**src/rtl/clk_rst_gen.sv**
```systemverilog
// ============================================================================
//  Module   : clk_rst_gen
//  Purpose  : Per-domain reset generator. Produces an async-assert /
//             sync-release reset pair (ARST_O / ARSTn_O) and a stretched,
//             fully synchronous reset pair (SRST_O / SRSTn_O). The software
//             reset request path and SW_RST_ACK exist only when
//             CLK_RST_GEN_SWRST_EN is defined.
//  Revision : 1.0 - initial release
// ============================================================================
`default_nettype none

module clk_rst_gen #(
  parameter int SYNC_STAGES     = 2,
  parameter int HOLD_CYCLES     = 16,
  parameter int SW_PULSE_CYCLES = 8
) (
  input  logic CLK,
  input  logic ARST,
  input  logic SW_RST_REQ,
  output logic CLK_O,
  output logic ARST_O,
  output logic ARSTn_O,
  output logic SRST_O,
  output logic SRSTn_O,
  output logic SW_RST_ACK
);

  // The counter only ever has to reach the larger of the two terminal counts.
  localparam int c_max_cycles = (HOLD_CYCLES > SW_PULSE_CYCLES) ? HOLD_CYCLES : SW_PULSE_CYCLES;
  localparam int c_cnt_w      = $clog2(c_max_cycles + 1);
  localparam logic [c_cnt_w-1:0] c_hold_last = c_cnt_w'(HOLD_CYCLES - 1);
`ifdef CLK_RST_GEN_SWRST_EN
  localparam logic [c_cnt_w-1:0] c_pulse_last = c_cnt_w'(SW_PULSE_CYCLES - 1);
`endif

  typedef enum logic [1:0] {
    ST_HOLD    = 2'd0,
    ST_STRETCH = 2'd1,
    ST_RUN     = 2'd2
`ifdef CLK_RST_GEN_SWRST_EN
    , ST_SWRST = 2'd3
`endif
  } state_t;

  logic [SYNC_STAGES-1:0] arst_sync_q;
  logic [SYNC_STAGES-1:0] arstn_sync_q;
  state_t                 state_q;
  logic [c_cnt_w-1:0]     cnt_q;
  logic                   srst_q;
  logic                   srstn_q;

  assign CLK_O = CLK;

  // Active-high reset synchronizer: set asynchronously, drains to 0 on release.
  always_ff @(posedge CLK or posedge ARST) begin
    if (ARST) begin
      arst_sync_q <= '1;
    end else begin
      arst_sync_q <= {arst_sync_q[SYNC_STAGES-2:0], 1'b0};
    end
  end

  // Independent active-low chain so ARSTn_O is a flop output, not an inverter.
  always_ff @(posedge CLK or posedge ARST) begin
    if (ARST) begin
      arstn_sync_q <= '0;
    end else begin
      arstn_sync_q <= {arstn_sync_q[SYNC_STAGES-2:0], 1'b1};
    end
  end

  assign ARST_O  = arst_sync_q[SYNC_STAGES-1];
  assign ARSTn_O = arstn_sync_q[SYNC_STAGES-1];

`ifdef CLK_RST_GEN_SWRST_EN
  logic req_q;
  logic req_prev_q;
  logic ack_q;
  logic req_rise;

  // Request edge detect. Both flops reset to 1 so a request held high through
  // reset never looks like a rising edge. The extra sampling flop places the
  // SWRST entry one edge after the request is first sampled.
  always_ff @(posedge CLK or posedge ARST_O) begin
    if (ARST_O) begin
      req_q      <= 1'b1;
      req_prev_q <= 1'b1;
    end else begin
      req_q      <= SW_RST_REQ;
      req_prev_q <= req_q;
    end
  end

  assign req_rise   = req_q & ~req_prev_q;
  assign SW_RST_ACK = ack_q;
`else
  logic unused_sw_req;
  assign unused_sw_req = SW_RST_REQ;
  assign SW_RST_ACK    = 1'b0;
`endif

  // Reset sequencing FSM; reset by the synchronized reset so every release is
  // clean. Outputs are registered alongside the state.
  always_ff @(posedge CLK or posedge ARST_O) begin
    if (ARST_O) begin
      state_q <= ST_HOLD;
      cnt_q   <= '0;
      srst_q  <= 1'b1;
      srstn_q <= 1'b0;
`ifdef CLK_RST_GEN_SWRST_EN
      ack_q   <= 1'b0;
`endif
    end else begin
`ifdef CLK_RST_GEN_SWRST_EN
      ack_q <= 1'b0;
`endif
      case (state_q)
        // Any edge reaching here has ARST_O low: start stretching.
        ST_HOLD: begin
          state_q <= ST_STRETCH;
          cnt_q   <= '0;
        end
        ST_STRETCH: begin
          if (cnt_q == c_hold_last) begin
            state_q <= ST_RUN;
            cnt_q   <= '0;
            srst_q  <= 1'b0;
            srstn_q <= 1'b1;
          end else begin
            cnt_q <= cnt_q + 1'b1;
          end
        end
        ST_RUN: begin
`ifdef CLK_RST_GEN_SWRST_EN
          if (req_rise) begin
            state_q <= ST_SWRST;
            cnt_q   <= '0;
            srst_q  <= 1'b1;
            srstn_q <= 1'b0;
          end
`endif
        end
`ifdef CLK_RST_GEN_SWRST_EN
        ST_SWRST: begin
          if (cnt_q == c_pulse_last) begin
            state_q <= ST_RUN;
            cnt_q   <= '0;
            srst_q  <= 1'b0;
            srstn_q <= 1'b1;
            ack_q   <= 1'b1;
          end else begin
            cnt_q <= cnt_q + 1'b1;
          end
        end
`endif
        default: begin
          state_q <= ST_HOLD;
          cnt_q   <= '0;
          srst_q  <= 1'b1;
          srstn_q <= 1'b0;
        end
      endcase
    end
  end

  assign SRST_O  = srst_q;
  assign SRSTn_O = srstn_q;

endmodule

`default_nettype wire
```
**config.mk**
```make
export PLATFORM = sky130hd
export DESIGN_NAME = clk_rst_gen
export DESIGN_NICKNAME = d
export VERILOG_FILES = /design/src/rtl/clk_rst_gen.sv
export SDC_FILE = /design/constraint.sdc
export NUM_CORES = 1
export LEC_CHECK = 0
export CAP_MARGIN = 30
export CORE_AREA = 8 8 45 47
export DETAILED_ROUTE_END_ITERATION = 10
export DIE_AREA = 0 0 53 55
export PLACE_DENSITY_LB_ADDON = 0.3
export SETUP_SLACK_MARGIN = 0.02
export SYNTH_ARGS = -nofsm -noshare
export SYNTH_HDL_FRONTEND = slang
export SYNTH_SLANG_ARGS = --single-unit
```
**constraint.sdc**
```tcl
create_clock -name CLK -period 0.8 [get_ports CLK]
set_input_delay 0.08 -clock CLK [delete_from_list [all_inputs] [get_ports CLK]]
set_output_delay 0.08 -clock CLK [all_outputs]
set_load 0.05 [all_outputs]
```
# Word level (Yosys, flattened, before mapping)
# Index checks and enable logic that the tools add are counted.
# W data, S select, Z words.
# word_totals
output_inout_bits,6
ff_bits,13
# classes
reduce_logical,4
eq_ne,4
add_sub_neg,1
bitwise,2
mux,8
# op_table
cell,n
$pmux W5 S2,1
$pmux W2 S3,1
$add A5 B1 Y5 const B,1
$eq A5 B4 Y1 const B,1
$mux W5,1
$pmux W1 S2,2
$reduce_and A2 Y1,2
$eq A2 B1 Y1 const B,1
$eq A2 B2 Y1 const B,1
$logic_not A2 Y1,1
$mux W1,2
$mux W2,1
$ne A2 B2 Y1 const B,1
$not A1 Y1,2
$reduce_or A2 Y1,1

# Longest topological paths before layout
# Gate-level depths: netlist of the first run.
# logic_depth
depth_word,4
depth_mapped,4

==> summary.md, run 1 <==
| Metric | Value |
|---|---|
| Initial antenna violation count | 0 |
| Gr usage total | 9.474% |
| Met3 global-route usage | 4.278% |
| Die area | about 2900 um^2 |
| Vias in the first global route | 439 |
| RSZ-0062 raised after global routing | yes |
| Crit-path cells | ha_4 > nand3_4 > or3b_4 > a22o_1 |
| Pleak | 0.3645 nW |
| Status | finished, violations left |
| Power share of the clock group | 54.8% |
| Failing checks | setup timing |
| Sequential element share of the synthesized area | a little under two thirds |
| Combinational power share | 4.4% |
| Peak supply drop | 2379 uV |
| Final worst path period share | 162.1% |
| WL final | approximately 1.1 mm |
| GRT met2 Usage | 14.26% |
| DR pass1 iterations | 4 |
| GRT met1 Usage | 8.215% |
| Detailed-placement wirelength estimate | about 650 um |
| Top Usage Layer GRT | met2 |
| Switching part of the total | 31.01% |
| Worst path required time | 1.12 ns |
| Width of the die | 53 um |
| Clock slew at reported path FFs | approximately 0.080 ns |
| Seq pwr share | 40.8% |
| Crit path time final | 1.297 ns |
| Worst setup EP type | register |
| ANT nets after route | 0 |
| Via/cell ratio | ~5 |
| Clock skew | 0.001434 ns |
| Worst hold-check path type | reg2async |
| Grt ovf | 0 |
| Num ports | 9 |
| Layout Nets | 71 |
| Via count | 399 |
| Avg Cell Area, Syn | 12.05 um^2 |
| Final setup viols | 13 |
| Synthesis Warnings | 0 |
| Final Wtd Congestion | about 0.74 |
| P per Cell Area | between 1500 and 2000 nW/um^2 |
| Post-layout util | 61.30% |
| Internal power | 1.144 mW |
| Largest net degree at the start of global routing | 10 |
| Drc violations | 0 |
| Max Clk Rate | 0.7711 GHz |
| Area Overhead vs Synth | 63.77% |
| Worst path slowest cell | dfrtp_1 |
| Slew Limit Fails | 0 |
| CTS tree | yes |
| Mapped Area | 518.0 um^2 |
| Die height | 55 um |
| Wire length of the first global-routing pass | approximately 1.8 mm |
| Hold WS | 0.2440 ns |
| Critical Path Fanout Max | 3 |
| Max incr delay on CP | 0.42 ns |
| Final hold violation count | 0 |
| Row count | 14 |
| Total power | 1.659 mW |
| P_sw | 514.3 uW |
| Crit path DAT | 1.61 ns |
| Clk Latency, worst-skew pair | around 0.38 ns |
| # port buffers | 6 |
| Core area | 1384 um^2 |
| Unique cell type count in the Yosys netlist | 20 |
| Antenna diodes | 0 |
| Crit Path Category | reg2reg |
| Yosys reg bits | 13 |
| Setup TNS | -4.899 ns |
| Gate Count Post-Synth | 43 |
| Critical path startpoint category | register |
| Iter 0 DRT Violations | 9 |
| Initial Util | 37.43% |
| Share of cells above drive strength 1 | 56.06% |
| Worst setup margin | -0.4968 ns |
| Max capacitance violation total | 0 |
| WL per Instance | 13.95 um |
-- cells in the final DEF, fill, tap and decap left out, types with 2 or more instances in the layout --
cell      netlist  routed
dfstp_2         3       3
o21ai_1         0       2
dfrtp_1        10       9
clkbuf_4        0       5
buf_4           2       9
buf_6           0       2
nand2_1         3       3
buf_12          0       4
conb_1          2       3
inv_1           3       3
nor2b_1         3       2
-- worst max-delay path, delay by kind of cell, from the launching register on --
kind	cells	cell delay, ns
flip-flops	1	0.42
adder cells (fa/ha/maj)	1	0.17
AND/OR/NAND/NOR	2	0.45
AO/OA/AOI/OAI	1	0.19
-- stage by stage --
stage / setup slack (ns) / cell area (um^2) / std cells
global placement: -0.4273 / 689.4 / 72
floorplan: -0.4452 / 524.3 / 44
global route: -0.5165 / 848.3 / 82
finish: -0.4968 / 848.3 / 82
CTS: -0.4612 / 779.5 / 82
detailed placement: -0.4742 / 689.4 / 72
-- repair_timing --
action                     in CTS  in global routing
pin swaps                       1                  4
setup endpoints to repair      14                 14
hold endpoints to repair        2                  0
gates resized for setup         6                 18
hold buffers                    1                  0
buffers inserted                2                  2
-- Yosys cell counts --
cell type	instances	share of area, %
o21bai_1	1	1.4
a22o_2	1	1.9
conb_1	2	1.4
nand3_2	1	1.9
o21ai_0	4	3.9
a22o_1	1	1.7
nor3b_1	1	1.4
or3b_1	1	1.7
xor2_1	2	3.4
a21oi_1	1	0.97
nor2b_1	3	3.6
nand3_1	1	0.97
inv_1	3	2.2
dfrtp_1	10	48
dfstp_2	3	15
buf_4	2	2.9
a2bb2oi_1	1	1.7
nor2_1	1	0.72
nand2_1	3	2.2
ha_1	1	2.4
-- routing by layer --
metal,vias up,share of wire (%)
li1,184,-
met1,202,39
met2,8,54
met3,5,3.8
met4,0,3.3
met5,-,0
-- power by group through the flow --
| stage | clock network, mW | registers, mW | logic [mW] |
|---|---|---|---|
| 5_1_grt | 0.995 | 0.678 | 0.0787 |
| 2_1_floorplan | 0.269 | 0.706 | 0.0251 |
| 3_3_place_gp | 0.288 | 0.690 | 0.0704 |
| 4_1_cts | 0.974 | 0.677 | 0.0742 |
| 3_5_place_dp | 0.288 | 0.690 | 0.0704 |
| 6_report | 0.908 | 0.677 | 0.0730 |
-- area by class of cell --
| type | count | area, um^2 |
|---|---|---|
| fill | 103 | 535.5 |
| sequential | 13 | 330.3 |
| multi-input combinational | 26 | 240.2 |
| timing repair buffer | 17 | 190.2 |
| clock buffer | 7 | 56.30 |
| tap | 16 | 20.02 |
| inverter | 3 | 11.26 |
-- sequential cells by signal, indices dropped and copies added, names as in the netlist --
register,cells
state_q,2
arst_sync_q,2
cnt_q,5
arstn_sync_q,2
SRSTn_O,1
SRST_O,1
-- cells by family (layout without fill, tap and decap cells) --
family                     count (synthesis)  count (layout)  share of synthesized area, %
DFF                                       13              13                         63.53
and+or+nand+nor                           11              11                         12.56
AOI/OAI and AO/OA                          9               9                         11.59
buffers and inverters                      5              27                         5.071
other                                      2               3                         1.450
xor gates and xnor gates                   2               2                         3.382
adders and majority gates                  1               1                         2.415
-- path summary, 6_finish.rpt --
kind	slack, ns	to	cells after the start	from
min in group CLK	0.33	CLK_O	2	CLK
worst min-delay path	0.24	cnt_q[2]	1	arst_sync_q[1]
worst min register to register	0.24	cnt_q[2]	1	arst_sync_q[1]
worst max-delay path	-0.50	SRST_O	4	cnt_q[0]
worst max register to register	-0.50	SRST_O	4	cnt_q[0]
max in group asynchronous	0.16	arst_sync_q[1]	3	ARST
No activity file was read; power rests on OpenSTA's default activity.
==> run 2, diff against run 1 <==
--- a/config.mk
+++ b/config.mk
@@ -14,3 +14,4 @@
 export SYNTH_ARGS = -nofsm -noshare
 export SYNTH_HDL_FRONTEND = slang
 export SYNTH_SLANG_ARGS = --single-unit
+export TNS_END_PERCENT = 20
==> run 2 against run 1 <==
Critical path depth did not move. Critical endpoint unchanged. Largest cell class unchanged. Routed wire length fell by 20%. The flow still finishes with violations (setup timing). Sequential share of layout area rose by 3.1 points. Total power rose by 7.1%. Largest power group unchanged. First-iteration DRC count rose by 11%. Utilization fell by 4.7 points. Final area fell by 7.7%. Non-clock buffer count fell by 1. Global-route usage fell by 1.5 points. Count of clock-buffer cells in the layout did not move.
==> summary.md, run 2 (same netlist as run 1, synthesis figures left out) <==
| Metric | Value |
|---|---|
| Grt ovf | 0 (unchanged) |
| Clock slew at reported path FFs | 0.08 ns (about the same) |
| Combinational power share | 4.1% (-0.3 points) |
| Final Wtd Congestion | 0.7307 (-1.7%) |
| Via/cell ratio | 4.598 (-5.5%) |
| Drc violations | 0 (unchanged) |
| Crit path DAT | 1.59 ns (-0.02 ns) |
| Crit-path cells | ha_2 > nand3_4 > or3b_4 > a22o_1 |
| Die height | 55 um (unchanged) |
| Slew Limit Fails | 0 (unchanged) |
| Clk Latency, worst-skew pair | 0.38 ns (about the same) |
| Crit Path Category | reg2reg |
| Internal power | 1.234 mW (+7.8%) |
| Critical path startpoint category | register |
| Area Overhead vs Synth | 51.21% |
| Max Clk Rate | 0.7808 GHz (+1.3%) |
| Failing checks | setup timing |
| Power share of the clock group | 57.8% (+3.0 points) |
| Final std cells w/o fill | 82 (unchanged) |
| Antenna diodes | 0 (unchanged) |
| CTS tree | yes |
| Wire length of the first global-routing pass | 1.600 mm (-12%) |
| Status | finished, violations left |
| P per Cell Area | 2267 nW/um^2 (+16%) |
| ANT nets after route | 0 (unchanged) |
| Critical Path Fanout Max | 4 (+1) |
| Row count | 14 (unchanged) |
| Commonest cells after routing, fill and taps aside | buf_4, dfrtp_1, clkbuf_4, buf_12 |
| Max FFs per register | 5 (unchanged) |
| Share of cells above drive strength 1 | 43.94% (-12 points) |
| Post-CTS Setup Inserts | 0 (-2) |
| # port buffers | 6 (unchanged) |
| RSZ-0062 raised after global routing | yes |
| P_sw | 542.1 uW (+5.4%) |
| Seq pwr share | 38.1% (-2.7 points) |
| Die area | 2915 um^2 (unchanged) |
| Post-layout util | 56.60% (-4.7 points) |
| Initial Util | 37.43% (unchanged) |
| Final setup viols | 14 (+1) |
| Final hold violation count | 0 (unchanged) |
| Commonest non-fill, non-tap cell in the layout | buf_4 |
| DR pass1 iterations | 4 (unchanged) |
| Via count | 377 (-5.5%) |
| Detailed-placement wirelength estimate | 638.3 um (-2.2%) |
| WL final | 914 um (-20%) |
| Max capacitance violation total | 0 (unchanged) |
| Pleak | 0.3683 nW (+1.1%) |
| Final worst path period share | 160.1% (-2.0 points) |
| Core area | 1384 um^2 (unchanged) |
| Width of the die | 53 um (unchanged) |
| Iter 0 DRT Violations | 10 (+1) |
| Largest net degree at the start of global routing | 10 (unchanged) |
| Clock skew | 0.001350 ns (-0.00008402 ns) |
| Worst setup EP type | register |
| Crit path time final | 1.281 ns (-0.01611 ns) |
| Fillers | 117 (+14%) |
| Gr usage total | 7.969% (-1.5 points) |
| Placed Cells | 74 (+2.8%) |
| Area of the multi-input gates | 178.9 um^2 (-26%) |
| Storage element area | 329.1 um^2 (-0.38%) |
| Initial antenna violation count | 0 (unchanged) |
| WL per Instance | 11.15 um (-20%) |
| Layout Nets | 71 (unchanged) |
| Vias in the first global route | 388 (-12%) |
| Worst path required time | 1.11 ns (about the same) |
| Largest Register | cnt_q |
| Max incr delay on CP | 0.38 ns (-0.04 ns) |
| Num ports | 9 (unchanged) |
| Worst hold-check path type | reg2async |
| Setup TNS | -4.287 ns (+0.6127 ns) |
| Switching part of the total | 30.52% (-0.48 points) |
| Worst setup margin | -0.4807 ns (+0.01611 ns) |
| Worst path slowest cell | or3b_4 |
| Peak supply drop | 2380 uV (about the same) |
run 2: timing repair:
action,in CTS,in global routing
setup endpoints to repair,14,14
endpoints found under the hold margin,2,0
hold buffers,1,0
gates resized for setup,3,7
pin swaps,0,2
run 2: area by class of cell:
| cell class | instances | area share, % |
|---|---|---|
| repair buffers | 16 | 22.36 |
| clock buffers | 7 | 8.147 |
| multi-input cells | 26 | 22.84 |
| well taps | 16 | 2.556 |
| flip-flops and latches | 13 | 42.01 |
| clock inverters | 1 | 0.6390 |
| inverters | 3 | 1.438 |
run 2: stage by stage:
| stage | power [mW] | hold slack, ns | cell area, um^2 | worst slack, ns |
|---|---|---|---|---|
| 4_1_cts | 1.726 | 0.2590 | 768.2 | -0.4581 |
| 6_report | 1.776 | 0.2419 | 783.3 | -0.4807 |
| 3_3_place_gp | 1.048 | 0.2500 | 704.4 | -0.4225 |
| 2_1_floorplan | 1.000 | -0.1554 | 524.3 | -0.4454 |
| 5_1_grt | 1.880 | 0.2951 | 783.3 | -0.5180 |
| 3_5_place_dp | 1.049 | 0.2512 | 704.4 | -0.4466 |
run 2: worst max-delay path, delay by kind of cell, from the launching register on:
kind / cells / cell delay [ns]
simple gates: 2 / 0.47
flops: 1 / 0.36
fa+ha+maj: 1 / 0.21
compound gates: 1 / 0.18
run 2: power by group through the flow:
stage          combinational, mW  sequential [mW]  clock, mW
2_1_floorplan             0.0251            0.706      0.269
3_3_place_gp              0.0702            0.690      0.288
3_5_place_dp              0.0706            0.690      0.288
4_1_cts                   0.0742            0.677      0.974
5_1_grt                   0.0789            0.678       1.12
6_report                  0.0729            0.677       1.03
run 2: per-layer routing:
| metal | up-vias | GRT usage (%) | routed length (um) |
|---|---|---|---|
| met5 | - | 0 | 0 |
| li1 | 187 | - | - |
| met1 | 181 | 8.976 | 433 |
| met4 | 0 | 9.052 | 19 |
| met2 | 6 | 10.35 | 416 |
| met3 | 3 | 3.476 | 45 |
run 2: path summary, 6_finish.rpt:
check	startpoint	slack, ns	endpoint	cells past startpoint
setup / recovery	cnt_q[0]	-0.48	SRST_O	4
hold reg to reg	arst_sync_q[1]	0.24	state_q[1]	1
hold / removal	arst_sync_q[1]	0.24	state_q[1]	1
setup reg to reg	cnt_q[0]	-0.48	SRST_O	4
min in group CLK	arst_sync_q[0]	0.36	arst_sync_q[1]	0
max in group asynchronous	ARST	0.15	arst_sync_q[1]	3
==> run 3, diff against run 2 <==
--- a/config.mk
+++ b/config.mk
@@ -9,7 +9,7 @@
 export CORE_AREA = 8 8 45 47
 export DETAILED_ROUTE_END_ITERATION = 10
 export DIE_AREA = 0 0 53 55
-export PLACE_DENSITY_LB_ADDON = 0.3
+export PLACE_DENSITY = 0.6
 export SETUP_SLACK_MARGIN = 0.02
 export SYNTH_ARGS = -nofsm -noshare
 export SYNTH_HDL_FRONTEND = slang
==> run 3 against run 2 <==
The flow still finishes with violations (setup timing). Critical endpoint unchanged. Combinational power about the same. Final area decreased by 2.1%. Sequential power about the same. Hold slack got worse by 0.0077 ns. Setup slack got worse by 0.0011 ns. Cell count decreased by 1.2%. Utilization decreased by 1.2 points. Sequential cell count unchanged.
==> summary.md, run 3 (same netlist as run 1, synthesis figures left out) <==
| Metric | Value |
|---|---|
| Area Overhead vs Synth | 48.07% |
| Placed Cells | 73 (-1.4%) |
| Crit Reg-Reg Endpoint | SRST_O |
| WL per Instance | 11.41 um (+2.3%) |
| DR pass1 iterations | 4 (unchanged) |
| Max FFs per register | 5 (unchanged) |
| Reg2reg path depth | 4 (unchanged) |
| Internal power | 1.242 mW (+0.69%) |
| Num ports | 9 (unchanged) |
| Initial antenna violation count | 0 (unchanged) |
| Max capacitance violation total | 0 (unchanged) |
| Initial Util | 37.43% (unchanged) |
| Via count | 355 (-5.8%) |
| Hold WS | 0.2342 ns (-0.007695 ns) |
| Clk Latency, worst-skew pair | 0.38 ns (about the same) |
| Post-layout util | 55.43% (-1.2 points) |
| Gr usage total | 9.418% (+1.4 points) |
| Wire length of the first global-routing pass | 1.745 mm (+9.1%) |
| Final std cells w/o fill | 81 (-1.2%) |
| Slew Limit Fails | 0 (unchanged) |
| Final hold violation count | 0 (unchanged) |
| Detailed-placement wirelength estimate | 621.5 um (-2.6%) |
| Via/cell ratio | 4.383 (-4.7%) |
| Core area | 1384 um^2 (unchanged) |
| Fillers | 113 (-3.4%) |
| Largest net degree at the start of global routing | 10 (unchanged) |
| Critical Path Fanout Max | 4 (unchanged) |
| Crit path DAT | 1.60 ns (about the same) |
| Grt ovf | 0 (unchanged) |
| Antenna diodes | 0 (unchanged) |
| P per Cell Area | 2317 nW/um^2 (+2.2%) |
| R2r setup slk | -0.48 ns (about the same) |
| Post-CTS Setup Inserts | 0 (unchanged) |
| # port buffers | 6 (unchanged) |
| Total power | 1.777 mW (about the same) |
| Width of the die | 53 um (unchanged) |
| Die area | 2915 um^2 (unchanged) |
| ANT nets after route | 0 (unchanged) |
| Clock slew at reported path FFs | 0.07 ns (about the same) |
| Seq pwr share | 38.1% (about the same) |
| Area of the multi-input gates | 171.4 um^2 (-4.2%) |
| Largest Register | cnt_q |
| Crit path time final | 1.282 ns (+0.001113 ns) |
| Final instance area | 767.0 um^2 (-2.1%) |
| Worst path required time | 1.12 ns (about the same) |
| P_sw | 534.8 uW (-1.3%) |
| Final setup viols | 14 (unchanged) |
| Die height | 55 um (unchanged) |
| Status | finished, violations left |
| Pleak | 0.3619 nW (-1.8%) |
| Crit Reg-Reg Startpoint | cnt_q[1] |
| WL final | 924 um (+1.1%) |
| Crit Path Category | reg2reg |
| Max Clk Rate | 0.7801 GHz (about the same) |
| Worst hold-check path type | reg2async |
| Final Wtd Congestion | 0.7341 (+0.47%) |
| Power share of the clock group | 57.8% (about the same) |
| Worst setup EP type | register |
| Commonest cells after routing, fill and taps aside | dfrtp_1, buf_4, clkbuf_4, buf_12 |
| Layout Nets | 70 (-1.4%) |
| RSZ-0062 raised after global routing | yes |
| Row count | 14 (unchanged) |
| Vias in the first global route | 404 (+4.1%) |
| Peak supply drop | 1971 uV (-17%) |
| Placed cell areas | 696.9 um^2 (-1.1%) |
| Worst setup margin | -0.4818 ns (-0.001113 ns) |
| Switching part of the total | 30.09% (-0.43 points) |
| Drc violations | 0 (unchanged) |
| Final worst path period share | 160.2% (about the same) |
| Combinational power share | 4.1% (about the same) |
| Share of cells above drive strength 1 | 41.54% (-2.4 points) |
| Critical path startpoint category | register |
| CTS tree | yes |
| Clock skew | 0.005020 ns (+0.003671 ns) |
| Iter 0 DRT Violations | 5 (-5) |
| Failing checks | setup timing |
| Storage element area | 329.1 um^2 (unchanged) |
==> run 3: stage by stage <==
stage	TNS [ns]	worst slack, ns
3_5_place_dp	-3.447	-0.4551
4_1_cts	-4.481	-0.4812
5_1_grt	-5.180	-0.5170
3_3_place_gp	-3.423	-0.4232
2_1_floorplan	-2.528	-0.4454
6_report	-4.324	-0.4818
==> run 3: per-layer routing <==
| layer | share of wire (%) | GRT usage (%) |
|---|---|---|
| met1 | 40 | 8.689 |
| met2 | 52 | 12.89 |
| met3 | 4.4 | 4.278 |
| met4 | 3.1 | 14.22 |
| met5 | 0 | 0 |
==> run 3: area by class of cell <==
type | count | share of cell area [%]
Multi-Input combinational cell | 26 | 22.35
Tap cell | 16 | 2.610
Sequential cell | 13 | 42.90
Inverter | 3 | 1.468
Clock buffer | 8 | 8.809
Timing Repair Buffer | 15 | 21.86
==> run 3: power groups by stage <==
stage / sequential, mW / clock (mW) / combinational (mW)
2_1_floorplan: 0.706 / 0.269 / 0.0251
3_3_place_gp: 0.689 / 0.288 / 0.0702
3_5_place_dp: 0.690 / 0.288 / 0.0703
4_1_cts: 0.678 / 0.970 / 0.0740
5_1_grt: 0.679 / 1.11 / 0.0793
6_report: 0.678 / 1.03 / 0.0730
==> run 3: what timing repair did <==
action | CTS | global route
setup endpoints to repair | 14 | 14
pin swaps | 0 | 2
hold buffers | 1 | 0
gates cloned | 0 | 0
endpoints found under the hold margin | 2 | 0
resized for setup | 4 | 6
==> run 3: how the worst max path moves through the flow <==
| stage | endpoint | cells after the start | start |
|---|---|---|---|
| finish | SRST_O | 4 | cnt_q[1] |
| global route | SRST_O | 4 | cnt_q[1] |
| CTS | SRST_O | 4 | cnt_q[0] |
| detailed placement | SRST_O | 4 | cnt_q[1] |
| global placement | SRST_O | 4 | cnt_q[0] |
| floorplan | SRST_O | 4 | cnt_q[0] |
==> run 3: worst max-delay path, stage by stage (launching register included) <==
cell	delay (ns)
dfrtp_1	0.36
ha_2	0.20
nand3_2	0.09
or3b_4	0.39
a22o_1	0.19
